===== config.mk =====
export PLATFORM = sky130hd
export DESIGN_NAME = hsm_frame_engine
export DESIGN_NICKNAME = d
export VERILOG_FILES = /design/src/rtl/hsm_frame_engine.sv
export SDC_FILE = /design/constraint.sdc
export NUM_CORES = 1
export LEC_CHECK = 0
export CAP_MARGIN = 0
export CORE_UTILIZATION = 30
export CTS_CLUSTER_DIAMETER = 120
export DETAILED_ROUTE_END_ITERATION = 8
export HOLD_SLACK_MARGIN = 0.15
export PLACE_DENSITY = 0.64
export SYNTH_ARGS = -nofsm -noshare
export SYNTH_HDL_FRONTEND = slang
export SYNTH_SLANG_ARGS = --single-unit

===== constraint.sdc =====
create_clock -name clk -period 2.6 [get_ports clk]
set_clock_uncertainty 0.15 [all_clocks]
set_input_delay 0.52 -clock clk [delete_from_list [all_inputs] [get_ports clk]]
set_output_delay 0.52 -clock clk [all_outputs]
set_load 0.01 [all_outputs]

===== src/rtl/hsm_frame_engine.sv =====
// hsm_frame_engine
// Byte-level framing engine between the parallel Raspberry Pi interface and
// the HSM core. Hunts for the 0xA5 sync byte, assembles a
// {header, payload, checksum} request frame, hands the validated command to
// the core and returns the core's status as a two-byte reply (0x5A, status)
// followed by a send pulse.
//
// Ports:
//   clk, rst            system clock, asynchronous active-low reset
//   rx_full, rx_data    receive byte available / received byte
//   rx_read             one-cycle pop pulse to the interface
//   tx_full             transmit holding register occupied
//   tx_data, tx_write   byte to transmit / one-cycle push pulse
//   tx_send             one-cycle end-of-reply pulse
//   cmd_*               command to the core (valid/ready)
//   rsp_*               status from the core (valid/ready)
//   err_count           saturating count of frame errors
//   state_dbg           current FSM state (debug)
//
// Handshakes: a transfer on cmd_* or rsp_* happens at the rising clock edge
// where valid and ready are both high; once raised, valid and its payload are
// held stable until that edge. The interface side uses pulses instead: a pop
// or push is a one-cycle rx_read / tx_write, and the full flag is ignored in
// the cycle after a pulse while the interface updates it.
module hsm_frame_engine #(
    parameter int BURST_SIZE     = 8,
    parameter int DATA_WIDTH     = 8,
    parameter int TIMEOUT_CYCLES = 50000
) (
    input  logic                             clk,
    input  logic                             rst,
    input  logic                             rx_full,
    input  logic [DATA_WIDTH-1:0]            rx_data,
    output logic                             rx_read,
    input  logic                             tx_full,
    output logic [DATA_WIDTH-1:0]            tx_data,
    output logic                             tx_write,
    output logic                             tx_send,
    output logic                             cmd_valid,
    input  logic                             cmd_ready,
    output logic [3:0]                       cmd_opcode,
    output logic [3:0]                       cmd_len,
    output logic [BURST_SIZE*DATA_WIDTH-1:0] cmd_data,
    input  logic                             rsp_valid,
    output logic                             rsp_ready,
    input  logic [7:0]                       rsp_status,
    output logic [7:0]                       err_count,
    output logic [3:0]                       state_dbg
);

    typedef enum logic [3:0] {
        IDLE     = 4'd0,
        HDR      = 4'd1,
        PAYLOAD  = 4'd2,
        CSUM     = 4'd3,
        DISPATCH = 4'd4,
        WAIT_RSP = 4'd5,
        TX_SYNC  = 4'd6,
        TX_STAT  = 4'd7,
        TX_SEND  = 4'd8
    } state_t;

    localparam logic [3:0]    MAX_LEN = 4'(BURST_SIZE);
    localparam int            TW      = $clog2(TIMEOUT_CYCLES + 1);
    localparam logic [TW-1:0] TO_LAST = TW'(TIMEOUT_CYCLES - 1);

    state_t                  state;
    logic [DATA_WIDTH-1:0]   xor_acc;
    logic [3:0]              idx;
    logic [7:0]              status;
    logic [TW-1:0]           to_cnt;

    logic rx_take;
    logic tx_ok;
    logic in_rx;
    logic timed_out;

    // A pop/push pulse high this cycle means the flag is stale; wait a cycle.
    assign rx_take   = rx_full && !rx_read;
    assign tx_ok     = !tx_full && !tx_write && !tx_send;
    assign in_rx     = (state == HDR) || (state == PAYLOAD) || (state == CSUM);
    assign timed_out = in_rx && !rx_take && (to_cnt == TO_LAST);
    assign state_dbg = state;

    function automatic logic [7:0] sat_inc(input logic [7:0] v);
        return (v == 8'hFF) ? v : v + 8'd1;
    endfunction

    // Inter-byte watchdog: only runs while a frame is being received.
    always_ff @(posedge clk or negedge rst) begin
        if (!rst) begin
            to_cnt <= '0;
        end else if (!in_rx || rx_take || timed_out) begin
            to_cnt <= '0;
        end else begin
            to_cnt <= to_cnt + TW'(1);
        end
    end

    always_ff @(posedge clk or negedge rst) begin
        if (!rst) begin
            state      <= IDLE;
            rx_read    <= 1'b0;
            tx_write   <= 1'b0;
            tx_send    <= 1'b0;
            cmd_valid  <= 1'b0;
            rsp_ready  <= 1'b0;
            tx_data    <= '0;
            cmd_opcode <= '0;
            cmd_len    <= '0;
            cmd_data   <= '0;
            err_count  <= '0;
            xor_acc    <= '0;
            idx        <= '0;
            status     <= '0;
        end else begin
            rx_read  <= 1'b0;
            tx_write <= 1'b0;
            tx_send  <= 1'b0;
            if (timed_out) begin
                // Abandoned frame: no reply, just count it.
                err_count <= sat_inc(err_count);
                state     <= IDLE;
            end else begin
                case (state)
                    IDLE: begin
                        if (rx_take) begin
                            rx_read <= 1'b1;
                            if (rx_data == 8'hA5) state <= HDR;
                        end
                    end
                    HDR: begin
                        if (rx_take) begin
                            rx_read    <= 1'b1;
                            cmd_opcode <= rx_data[7:4];
                            cmd_len    <= rx_data[3:0];
                            xor_acc    <= rx_data;
                            cmd_data   <= '0;
                            idx        <= '0;
                            if (rx_data[3:0] > MAX_LEN) begin
                                status    <= 8'hE2;
                                err_count <= sat_inc(err_count);
                                state     <= TX_SYNC;
                            end else if (rx_data[3:0] == 4'd0) begin
                                state <= CSUM;
                            end else begin
                                state <= PAYLOAD;
                            end
                        end
                    end
                    PAYLOAD: begin
                        if (rx_take) begin
                            rx_read <= 1'b1;
                            cmd_data[DATA_WIDTH*int'(idx) +: DATA_WIDTH] <= rx_data;
                            xor_acc <= xor_acc ^ rx_data;
                            idx     <= idx + 4'd1;
                            if (idx == cmd_len - 4'd1) state <= CSUM;
                        end
                    end
                    CSUM: begin
                        if (rx_take) begin
                            rx_read <= 1'b1;
                            if (rx_data == xor_acc) begin
                                cmd_valid <= 1'b1;
                                state     <= DISPATCH;
                            end else begin
                                status    <= 8'hE1;
                                err_count <= sat_inc(err_count);
                                state     <= TX_SYNC;
                            end
                        end
                    end
                    DISPATCH: begin
                        // rsp_ready rises on the same edge cmd_valid falls.
                        if (cmd_ready) begin
                            cmd_valid <= 1'b0;
                            rsp_ready <= 1'b1;
                            state     <= WAIT_RSP;
                        end
                    end
                    WAIT_RSP: begin
                        if (rsp_valid) begin
                            rsp_ready <= 1'b0;
                            status    <= rsp_status;
                            state     <= TX_SYNC;
                        end
                    end
                    TX_SYNC: begin
                        if (tx_ok) begin
                            tx_data  <= 8'h5A;
                            tx_write <= 1'b1;
                            state    <= TX_STAT;
                        end
                    end
                    TX_STAT: begin
                        if (tx_ok) begin
                            tx_data  <= status;
                            tx_write <= 1'b1;
                            state    <= TX_SEND;
                        end
                    end
                    TX_SEND: begin
                        if (tx_ok) begin
                            tx_send <= 1'b1;
                            state   <= IDLE;
                        end
                    end
                    default: state <= IDLE;
                endcase
            end
        end
    end

endmodule


---- Word level (Yosys, flattened, before mapping) ----
Index checks and enable logic that the tools add are counted.
storage, ports and cells
  register bits ........................... 133
  word-level logic and storage cells ...... 152
operators by class
  add/subtract/negate cells ............... 5
  $lt $le $gt $ge ......................... 1
  equal/unequal tests ..................... 36
  shift operators ......................... 2
  muxes and demuxes ....................... 58
  bitwise gates (word level) .............. 2
  reduce and logical (&&, ||, !) cells .... 33
operators with widths
  kind                                                   number
  2-to-1 mux 64 bit                                      2
  one-hot mux 64 bit (2 select lines)                    1
  2-to-1 mux 8 bit                                       15
  bitwise mux 64 bit                                     1
  variable shift 8 x 33 -> 64 bit, first input constant  1
  variable part select 8 x 33 -> 64 bit                  1
  2-to-1 mux 4 bit                                       14
  one-hot mux 8 bit (2 select lines)                     3
  one-hot mux 4 bit (9 select lines)                     1
  != test 3 bit, second input constant                   11
  negation 7 -> 33 bit                                   1
  one-hot mux 8 bit (3 select lines)                     1
  adder 16 x 1 -> 16 bit, second input constant          1
  == test 16 bit, second input constant                  1
  == test 4 x 3 -> 1 bit, second input constant          4
  == test 8 bit, second input constant                   2
  2-to-1 mux 16 bit                                      1
  != test 2 bit, second input constant                   8
  2-to-1 mux 1 bit                                       14
  AND reduction 4 bit                                    3
  AND reduction 11 bit                                   1
  AND reduction 5 bit                                    2
  adder 8 x 1 -> 8 bit, second input constant            1
  == test 4 x 2 -> 1 bit, second input constant          2
  25 further kinds                                       45

---- Longest topological paths before layout ----
  depth after elaboration ................. 7
  gate-level depth with buffers ........... 10

---- Worst setup path before layout ----
Ideal clock, no wire load.
  path kind ............................... flip-flop to flip-flop
  start point ............................. register idx[0]
  end point ............................... register cmd_data[11]
  arrival time ............................ 2,329 ps
  path slack .............................. 55 ps
  cell stages (with the launch flop) ...... 10
  cell sequence ........................... dfrtp_1 > buf_2 > or3_1 > inv_1 > ha_1 > nor2b_1 > o21ai_1 > nor2_1 > a31oi_1 > a22o_1
between the ends
  longest elaborated chain between the ends .. 5
ends and longest elaborated chain
  element                                                                                   line  text
  start, declared                                                                           69    logic [3:0] idx;
  start signal, assigned                                                                    156   idx <= idx + 4'd1;
  negation 7 -> 33 bit *                                                                    154   cmd_data[DATA_WIDTH*int'(idx) +: DATA_WIDTH] <= rx_data;
  variable part select 8 x 33 -> 64 bit or variable shift 8 x 33 -> 64 bit (tied branches)  154
  bitwise mux 64 bit *                                                                      154
  2-to-1 mux 64 bit *                                                                       152   if (rx_take) begin
  one-hot mux 64 bit (2 select lines) *                                                     125   case (state)
  end signal, assigned by index                                                             154
  end, declared                                                                             43    output logic [BURST_SIZE*DATA_WIDTH-1:0] cmd_data,
Mark *: on every way between the ends. The rest lies on a longest branch, timed or not. The select of a mux whose other input is x is not followed.
A chain may end at the register's enable or synchronous reset.

---- Final worst setup path ----
  start point ............................. register idx[0]
  end point ............................... register cmd_data[23]
Same word-level chain as after synthesis.

==> metrics <==
status finished clean; #FFs+latches synth 133; Row Count 51; dpl cell area 0.00777 mm²; pin count of the biggest net entering global routing 55; nature of the critical path endpoint flop; top cells by area, synth dfrtp_1, a22o_1, xor2_1; Post-layout nets 744; Async SR Flop Fraction 1.00; Yosys top cell by area dfrtp_1; Max Buffers Root-to-Sink 2; die area 0.0206 mm²; Reg clk slew, reported paths 0.06 ns; number of diodes 0; ys flop type dfrtp_1; root buffer cell clkbuf_16; worst hold path class flop to flop; Post-Place Setup Slack -0.224 ns; multi-input logic area 0.00247 mm²; Worst setup SP type flop; input/output buffers 118; clk_lat worst skew 0.42 ns; fill count 1913; via count 4750; FMAX 389 MHz; RSZ-0062 raised after global routing yes; Mapped Nets 585; Pleak 3.63 nW; post-route DRC violation count 0; Avg Inst Size Synth 10.8 µm²; GRT overflow 0; Post-synth EDFFs 0; Final setup viols 0; post-synth design cell area 0.00600 mm²; CORE AREA 0.0195 mm²; max-cap check violation count 0; non-filler instance count after layout 994; final critical-path required period 2.57 ns; remaining antenna violation count 0; Setup CP Type flop to flop; Final Cycle Share 0.990; Netlist cell types 57; 1st-iter DRT viols 290; post-synth top area share 0.555; number of global-route vias before repair 4808; YS warnings 0; Die Span X 143 µm; share of layout cells above drive strength 1 0.152; worst-margin pin slew 0.714 ns; Final Worst Setup Slack 0.0270 ns; path depth of the worst reg2reg path 8; CTS buffer count 17; Pwr Density 1000 mW/mm²; global-route wire length before repair 26400 µm; clk sinks 133; GRT Total Usage 0.170; # IOs 119; htree depth 4; most common cell in the synthesized netlist dfrtp_1; placed insts 961; fin area 0.00838 mm²; 1st-pass router iterations 5; Slew Viols, Final 0; data required time at the worst endpoint 2.80 ns; Seq/Total Area, Yosys 0.555; Arr. time, crit path 2.78 ns; Rel. slew slack 0.522; routed vias/inst 4.78; total power 8.40 mW; register area 0.00333 mm²; Detail Placement HPWL 11500 µm; Initial Util 0.307; WL per Instance 16.5 µm; die height 143 µm; initial antenna violation count 0; GPL Wtd Cong 0.905; worst hold path stage count 1; Max Fanout on Critical Path 8; CTS tree yes; final hold vios 0; Post-synth top cells dfrtp_1, nand2_1, a22o_1, nor2_1, xor2_1; Area Growth Syn to Fin 39.8%; Worst VDD drop 0.000489 V; WL final 16400 µm; Post-Syn Instances 557
## flip-flops by register name, indices dropped and copies added, names as in the netlist, 8 cells and up
| register | flops |
|---|---|
| err_count | 8 |
| tx_data | 8 |
| cmd_data | 64 |
| status | 8 |
| to_cnt | 16 |
| xor_acc | 8 |
## metal layers
layer  vias up  part of all wire  track usage
met1      2314              0.47        0.225
met4         0             0.014       0.0672
met3        21             0.040       0.0397
met5         -                 0            0
li1       2288                 -            -
met2       127              0.48        0.269
## path summary, 6_finish.rpt
kind	startpoint	endpoint	slack (ns)
setup / recovery	idx[0]	cmd_data[23]	0.03
hold / removal	tx_send	tx_send	0.32
setup reg to reg	idx[0]	cmd_data[23]	0.03
hold reg to reg	tx_send	tx_send	0.32
max in group asynchronous	rst	cmd_data[61]	1.24
min in group asynchronous	rst	rsp_ready	0.44
## layout by cell type, fill, tap and decap left out, types with 5 or more instances in the layout
| cell | instances |
|---|---|
| a31oi_1 | 8 |
| nor3_1 | 7 |
| nand2_1 | 75 |
| clkdlybuf4s50_1 | 117 |
| a21oi_1 | 13 |
| o21ai_1 | 7 |
| clkbuf_16 | 17 |
| inv_1 | 16 |
| or3_1 | 6 |
| nor2b_1 | 7 |
| nor2_1 | 37 |
| and3_1 | 7 |
| nand2b_1 | 5 |
| dfrtp_1 | 133 |
| nand4_1 | 6 |
| nand3_1 | 13 |
| xnor2_1 | 9 |
| a22o_1 | 62 |
| ha_1 | 6 |
| nor4_1 | 6 |
| xor2_1 | 33 |
| o21ai_0 | 17 |
| buf_4 | 49 |
| nor2_2 | 7 |
## final cells by class
cell class | count | share of cell area
sequential | 133 | 0.397
multi-input combinational | 377 | 0.295
timing repair buffer | 169 | 0.190
clock buffer | 19 | 0.0528
tap | 265 | 0.0396
clock inverter | 13 | 0.0178
inverter | 18 | 0.00806
## timing repair
item / 4_1_cts / 5_1_grt
buffers inserted: 0 / 0
hold buffers: 1 / 0
endpoints found under the setup margin: 3 / 38
gates cloned: 0 / 0
hold endpoints to repair: 27 / 0
gates resized for setup: 1 / 2
## worst max-delay path, cell delays in order (launching register included)
cell	delay [ns]
dfrtp_1	0.37
or3_1	0.40
inv_1	0.09
ha_1	0.23
nor2b_1	0.15
o21ai_1	0.17
nor2_1	0.15
a31oi_1	0.55
a22o_1	0.25
## metrics by stage
step,TNS (ns),utilization,hold slack [ns]
6_report,0,0.429,0.319
5_1_grt,-1.62,0.429,0.339
4_1_cts,0,0.429,0.322
3_5_place_dp,-6.02,0.398,0.314
3_3_place_gp,-3.93,0.398,0.297
2_1_floorplan,0,-,0.0744
## report_power, final
| group | total [mW] | internal, mW | switching, mW | leakage [nW] |
|---|---|---|---|---|
| sequential | 2.96 | 2.54 | 0.423 | 1.76 |
| combinational | 3.05 | 1.47 | 1.58 | 1.58 |
| clock | 2.39 | 1.45 | 0.938 | 0.286 |
## logic make-up (layout without fill, tap and decap cells)
| logic type | Yosys count | in the layout | synth area share |
|---|---|---|---|
| compound gates | 128 | 128 | 0.161 |
| simple gates | 197 | 197 | 0.168 |
| buf+inv | 47 | 219 | 0.0348 |
| fa+ha+maj | 6 | 6 | 0.0125 |
| mux | 4 | 4 | 0.00709 |
| flops | 133 | 133 | 0.555 |
| xor+xnor | 42 | 42 | 0.0613 |
No activity file was read; power rests on OpenSTA's default activity.
==> RTL change 1: new RTL, config.mk and constraints unchanged <==
Register the output `state_dbg` once more, with the module's reset; this adds one clock of latency there. The other outputs are not delayed to match.
--- a/src/rtl/hsm_frame_engine.sv
+++ b/src/rtl/hsm_frame_engine.sv
@@ -80,7 +80,13 @@
     assign tx_ok     = !tx_full && !tx_write && !tx_send;
     assign in_rx     = (state == HDR) || (state == PAYLOAD) || (state == CSUM);
     assign timed_out = in_rx && !rx_take && (to_cnt == TO_LAST);
-    assign state_dbg = state;
+    always_ff @(posedge clk or negedge rst) begin
+        if (!rst) begin
+            state_dbg <= '0;
+        end else begin
+            state_dbg <= state;
+        end
+    end
 
     function automatic logic [7:0] sat_inc(input logic [7:0] v);
         return (v == 8'hFF) ? v : v + 8'd1;
Formal check against the unedited RTL: not equivalent (Yosys sat finds a counterexample within 4 cycles, from zero or initial values and one cycle with rst low).
==> RTL change 1 against the unedited design <==
- total power shrank 5.3%
- routed wire length shrank 5.1%
- highest routed layer unchanged
- cell area grew 2.2%
- maximum frequency grew 3.3%
- synthesized area grew 1.2%
- combinational power shrank 13%
- critical path type unchanged
- sequential cell count grew 4
- first-iteration DRC count shrank 0.34%
- setup slack gained 0.081 ns
- largest cell class unchanged
==> RTL change 1: results (changes against the unedited design) <==
The detailed-routing wirelength on met1 was 7.51 mm (-2.4%). The slew of the pin with the lowest slew margin came to 0.686 ns (-0.0282 ns). The mean number of vias per cell came out at 4.73 (-1.0%). The number of placed instances with taps included came out at 971 (+1.0%). The worst voltage drop across the vdd grid is 489 uV (about the same).

The post-synthesis share of cell area spent on xor and xnor gates is 0.0649 (+0.00358). The maximum number of pins on one net before global-route repair came out at 50 (-9.1%). The fraction of met3 tracks used by global routing came out at 0.0477 (+0.00803). The area fraction in compound gates after synthesis was 0.147 (-0.0143). The length of routed met2 wiring is 7.04 mm (-9.9%). The worst hold path begins at tx_write$_DFF_PN0_. The net count after synthesis came to 590 (+0.85%). The proportion of synthesized area in mux cells came out at 0.00350 (-0.00359). On the critical path, the stage with the largest delay is an instance of or4b_1. The combinational cell fraction of total power is 0.332 (-0.031). The total routing resource utilization after global routing came out at 0.159 (-0.0111). The global-route wire length before repair was 25.0 mm (-5.1%). The reg-to-reg endpoint is cmd_data[39]$_DFFE_PN0P_.

The routed length on met3 came out at 894 um (+37%). The static power due to leakage is 3.75 nW (+3.3%). The critical path's top delay family is simple AND/OR/NAND/NOR gates. In this run the critical register-to-register path is launched from state[0]$_DFFE_PN0P_. Ranked by instance count, the synthesized netlist is headed by 137 x dfrtp_1, 64 x nand2_1, 56 x a22o_1. The number of optimization iterations in the first detailed-route pass was 4 (-1). The sequential share of the synthesized area is 0.565 (+0.00974). The setup slack of the worst register-to-register path came to 0.11 ns (+0.08 ns). The via count of the first global-routing pass came out at 4638 (-3.5%). The delay contributed by the slowest stage of the critical path came out at 0.63 ns (+0.08 ns).

By area the synthesized netlist is led by dfrtp_1 56%, a22o_1 8.1%, nand2_1 4.0%. The run finished with clean final reports. The routed length per placed instance came out at 15.5 um (-6.1%). The adder-cell area share of the yosys netlist came out at 0.0124 (-0.000152). The arrival time at the worst endpoint was 2.67 ns (-0.11 ns).

The proportion of layout cells with a drive suffix above 1 is 0.134 (-0.0183). The number of different library cells in the post-synthesis netlist is 53 (-7.0%). The placed wire-length estimate came out at 10.8 mm (-5.8%). The average size of a mapped cell is 10.8 um^2 (+0.33%).
[RTL change 1: cell count changes after synthesis, moves of 7 or more]
cell and delta:
nand4_1 +7, inv_1 +9, nand3_1 +12, nand2_1 -11
nor2_2 -7, o21ai_0 +11, xnor2_1 +12, xor2_1 -9
o21ai_1 -9
[RTL change 1: worst max path at each step]
stage                    startpoint                        to  cells past startpoint  slack (ns)
5_1_grt                  rx_data[7]      state[1]$_DFFE_PN0P_                      7       0.002
4_1_cts        state[0]$_DFFE_PN0P_  cmd_data[39]$_DFFE_PN0P_                      6        0.11
3_3_place_gp             rx_data[7]      state[1]$_DFFE_PN0P_                      7       -0.14
2_1_floorplan    idx[0]$_DFFE_PN0P_  cmd_data[25]$_DFFE_PN0P_                      9       0.002
6_report       state[0]$_DFFE_PN0P_  cmd_data[39]$_DFFE_PN0P_                      6        0.11
3_5_place_dp             rx_data[7]      state[1]$_DFFE_PN0P_                      7       -0.26
[RTL change 1: layout make-up]
cell class,count,area (um^2)
well taps,265,332
repair buffers,173,1660
clock buffers,21,460
clock inverters,11,146
multi-input cells,372,2440
flip-flops and latches,137,3430
fillers,1918,11100
inverters,25,93.8
[RTL change 1: per-stage QoR]
step                      utilization  hold slack, ns  setup slack (ns)
after floorplan                     -          0.0744           0.00207
after global placement          0.404           0.296            -0.143
after detailed placement        0.404           0.302            -0.260
after CTS                       0.436           0.309             0.110
after global routing            0.436           0.337           0.00189
final                           0.436           0.304             0.108
[RTL change 1: power by group through the flow]
stage / Clock [mW] / Combinational (mW) / Sequential, mW
2_1_floorplan: 0 / 1.38 / 2.96
3_3_place_gp: 0 / 2.64 / 2.87
3_5_place_dp: 0 / 2.67 / 2.88
4_1_cts: 2.54 / 2.68 / 2.84
5_1_grt: 2.64 / 2.93 / 2.90
6_report: 2.47 / 2.64 / 2.84
==> RTL change 2: new RTL, same settings <==
Made on the original files. Set the parameter `BURST_SIZE` to 4 (it was 8).
--- a/src/rtl/hsm_frame_engine.sv
+++ b/src/rtl/hsm_frame_engine.sv
@@ -23,7 +23,7 @@
 // or push is a one-cycle rx_read / tx_write, and the full flag is ignored in
 // the cycle after a pulse while the interface updates it.
 module hsm_frame_engine #(
-    parameter int BURST_SIZE     = 8,
+    parameter int BURST_SIZE     = 4,
     parameter int DATA_WIDTH     = 8,
     parameter int TIMEOUT_CYCLES = 50000
 ) (
Ports: changed (resized cmd_data); port bits go from 119 to 87. No check against the original RTL was run, so the function may have changed too.
==> RTL change 2 against the unedited design <==
- sequential power is 24% lower
- combinational power shrank 6%
- sequential cell count decreased by 32
- synthesized area decreased by 19%
- cell area fell by 21%
- routed wire length shrank 24%
- via count fell by 18%
- first-iteration DRC count is 45% lower
- sequential share of layout area is 1.6 points lower
- synthesized cell count decreased by 16%
- setup slack better by 0.078 ns
- die area is 19% lower
- total power shrank 22%
==> RTL change 2: results (changes against the unedited design) <==
The total setup buffers inserted after CTS was 0 (unchanged). The number of inserted filler cells in the final layout came to 1498 (-22%). The worst hold-check path type is register to register. The fraction of met3 tracks used by global routing is 0.0306 (-0.00910).

The routed length per placed instance came out at 15.2 um (-8.0%). The final estimated routing congestion in global placement was 0.862 (-4.7%). The static power due to leakage was 2.87 nW (-21%). The maximum number of pins on one net before global-route repair was 52 (-5.5%).

By area the synthesized netlist is led by dfrtp_1 52%, xor2_1 5.8%, nand2_1 5.1%. By count the netlist is led by 101 x dfrtp_1, 66 x nand2_1, 43 x nor2_1. The design internal power came out at 4.13 mW (-24%). The number of different library cells in the post-synthesis netlist came out at 59 (+3.5%). The arrival time at the worst endpoint came out at 2.62 ns (-0.16 ns). The via count of the routed design is 3883 (-18%). The global-route wire length before repair is 20.2 mm (-23%).

The count of buffers inserted at the top-level ports is 86 (-27%). The number of DRC violations after detailed-routing iteration 0 is 159 (-45%). The cell count after synthesis is 469 (-16%). The delay contributed by the slowest stage of the critical path is 0.50 ns (-0.05 ns). The critical-path cell with the highest stage delay is or4_1.

The worst voltage drop across the vdd grid is 407 uV (-17%). The startpoint identified for the worst hold timing path is to_cnt[0]$_DFF_PN0_. The routed wire length is 12.4 mm (-24%). The routed length on met3 was 596 um (-8.9%).

The worst hold path endpoint is to_cnt[0]$_DFF_PN0_. The number of resized instances in the post-cts repair step came out at 0 (-1). The sequential share of the synthesized area was 0.520 (-0.0348).

The startpoint identified for the worst register-to-register timing path is idx[1]$_DFFE_PN0P_. The slew of the pin with the lowest slew margin was 0.721 ns (+0.00653 ns). The met1 track demand over resource is 0.199 (-0.0255). The setup slack of the worst register-to-register path is 0.11 ns (+0.08 ns).

The worst-skew pair later-pin latency came to 0.35 ns (-0.07 ns). The total routing resource utilization after global routing came out at 0.158 (-0.0125). The number of optimization iterations in the first detailed-route pass is 4 (-1). The worst slack at placement came to -0.276 ns (-0.0528 ns). The share of the cycle needed by the critical path after routing came out at 0.960 (-0.0301). The number of placed instances with taps included is 801 (-17%). The post-layout net count came out at 626 (-16%). The via count of the first global-routing pass was 4027 (-16%). The worst register-to-register path ends at cmd_data[5]$_DFFE_PN0P_.

The met2 capacity usage during global routing came out at 0.257 (-0.0120). The flow ran to the end, and the final reports show no timing, DRC or antenna violations. The area after detailed placement came out at 0.00628 mm^2 (-19%). The number of maximum-capacitance constraint violations came to 0 (unchanged). The proportion of layout cells with a drive suffix above 1 came out at 0.163 (+0.0103). The cell family contributing the most delay on the critical path is simple AND/OR/NAND/NOR gates. The final worst hold slack is 0.321 ns (+0.00215 ns). The H-tree depth came out at 3 (-1). The placed wire-length estimate is 9.30 mm (-19%). The detailed-routing wirelength on met1 came out at 5.52 mm (-28%). The net count after synthesis came out at 497 (-15%). In the final layout, the registers with the most flip-flops are cmd_data: 32 flops, to_cnt: 16 flops. The number of CTS-inserted buffers came out at 9 (-8). Routed signal wires occupy layers up through met4. The length of routed met2 wiring came to 5.96 mm (-24%).
-- RTL change 2: power by group through the flow --
stage	registers, mW	logic [mW]	clock network [mW]
global placement	2.28	2.74	0
finish	2.26	2.87	1.38
floorplan	2.37	1.49	0
detailed placement	2.29	2.81	0
CTS	2.26	2.83	1.41
global route	2.31	3.16	1.48
-- RTL change 2: cell type report --
type                    count  area (um^2)  share of cell area
repair buffers            139         1300               0.196
multi-input cells         325         2150               0.324
well taps                 216          270              0.0408
clock buffers              11          243              0.0366
inverters                  22         82.6              0.0125
clock inverters             5         57.6             0.00869
flip-flops and latches    101         2530               0.382
-- RTL change 2: cells by family (layout without fill, tap and decap cells) --
| kind of cell | Yosys count | count (layout) | synth area share |
|---|---|---|---|
| simple gates | 187 | 187 | 0.199 |
| flops | 101 | 101 | 0.520 |
| compound gates | 80 | 80 | 0.122 |
| buf+inv | 43 | 177 | 0.0440 |
| xor+xnor | 41 | 41 | 0.0739 |
| mux | 11 | 11 | 0.0252 |
| fa+ha+maj | 6 | 6 | 0.0155 |
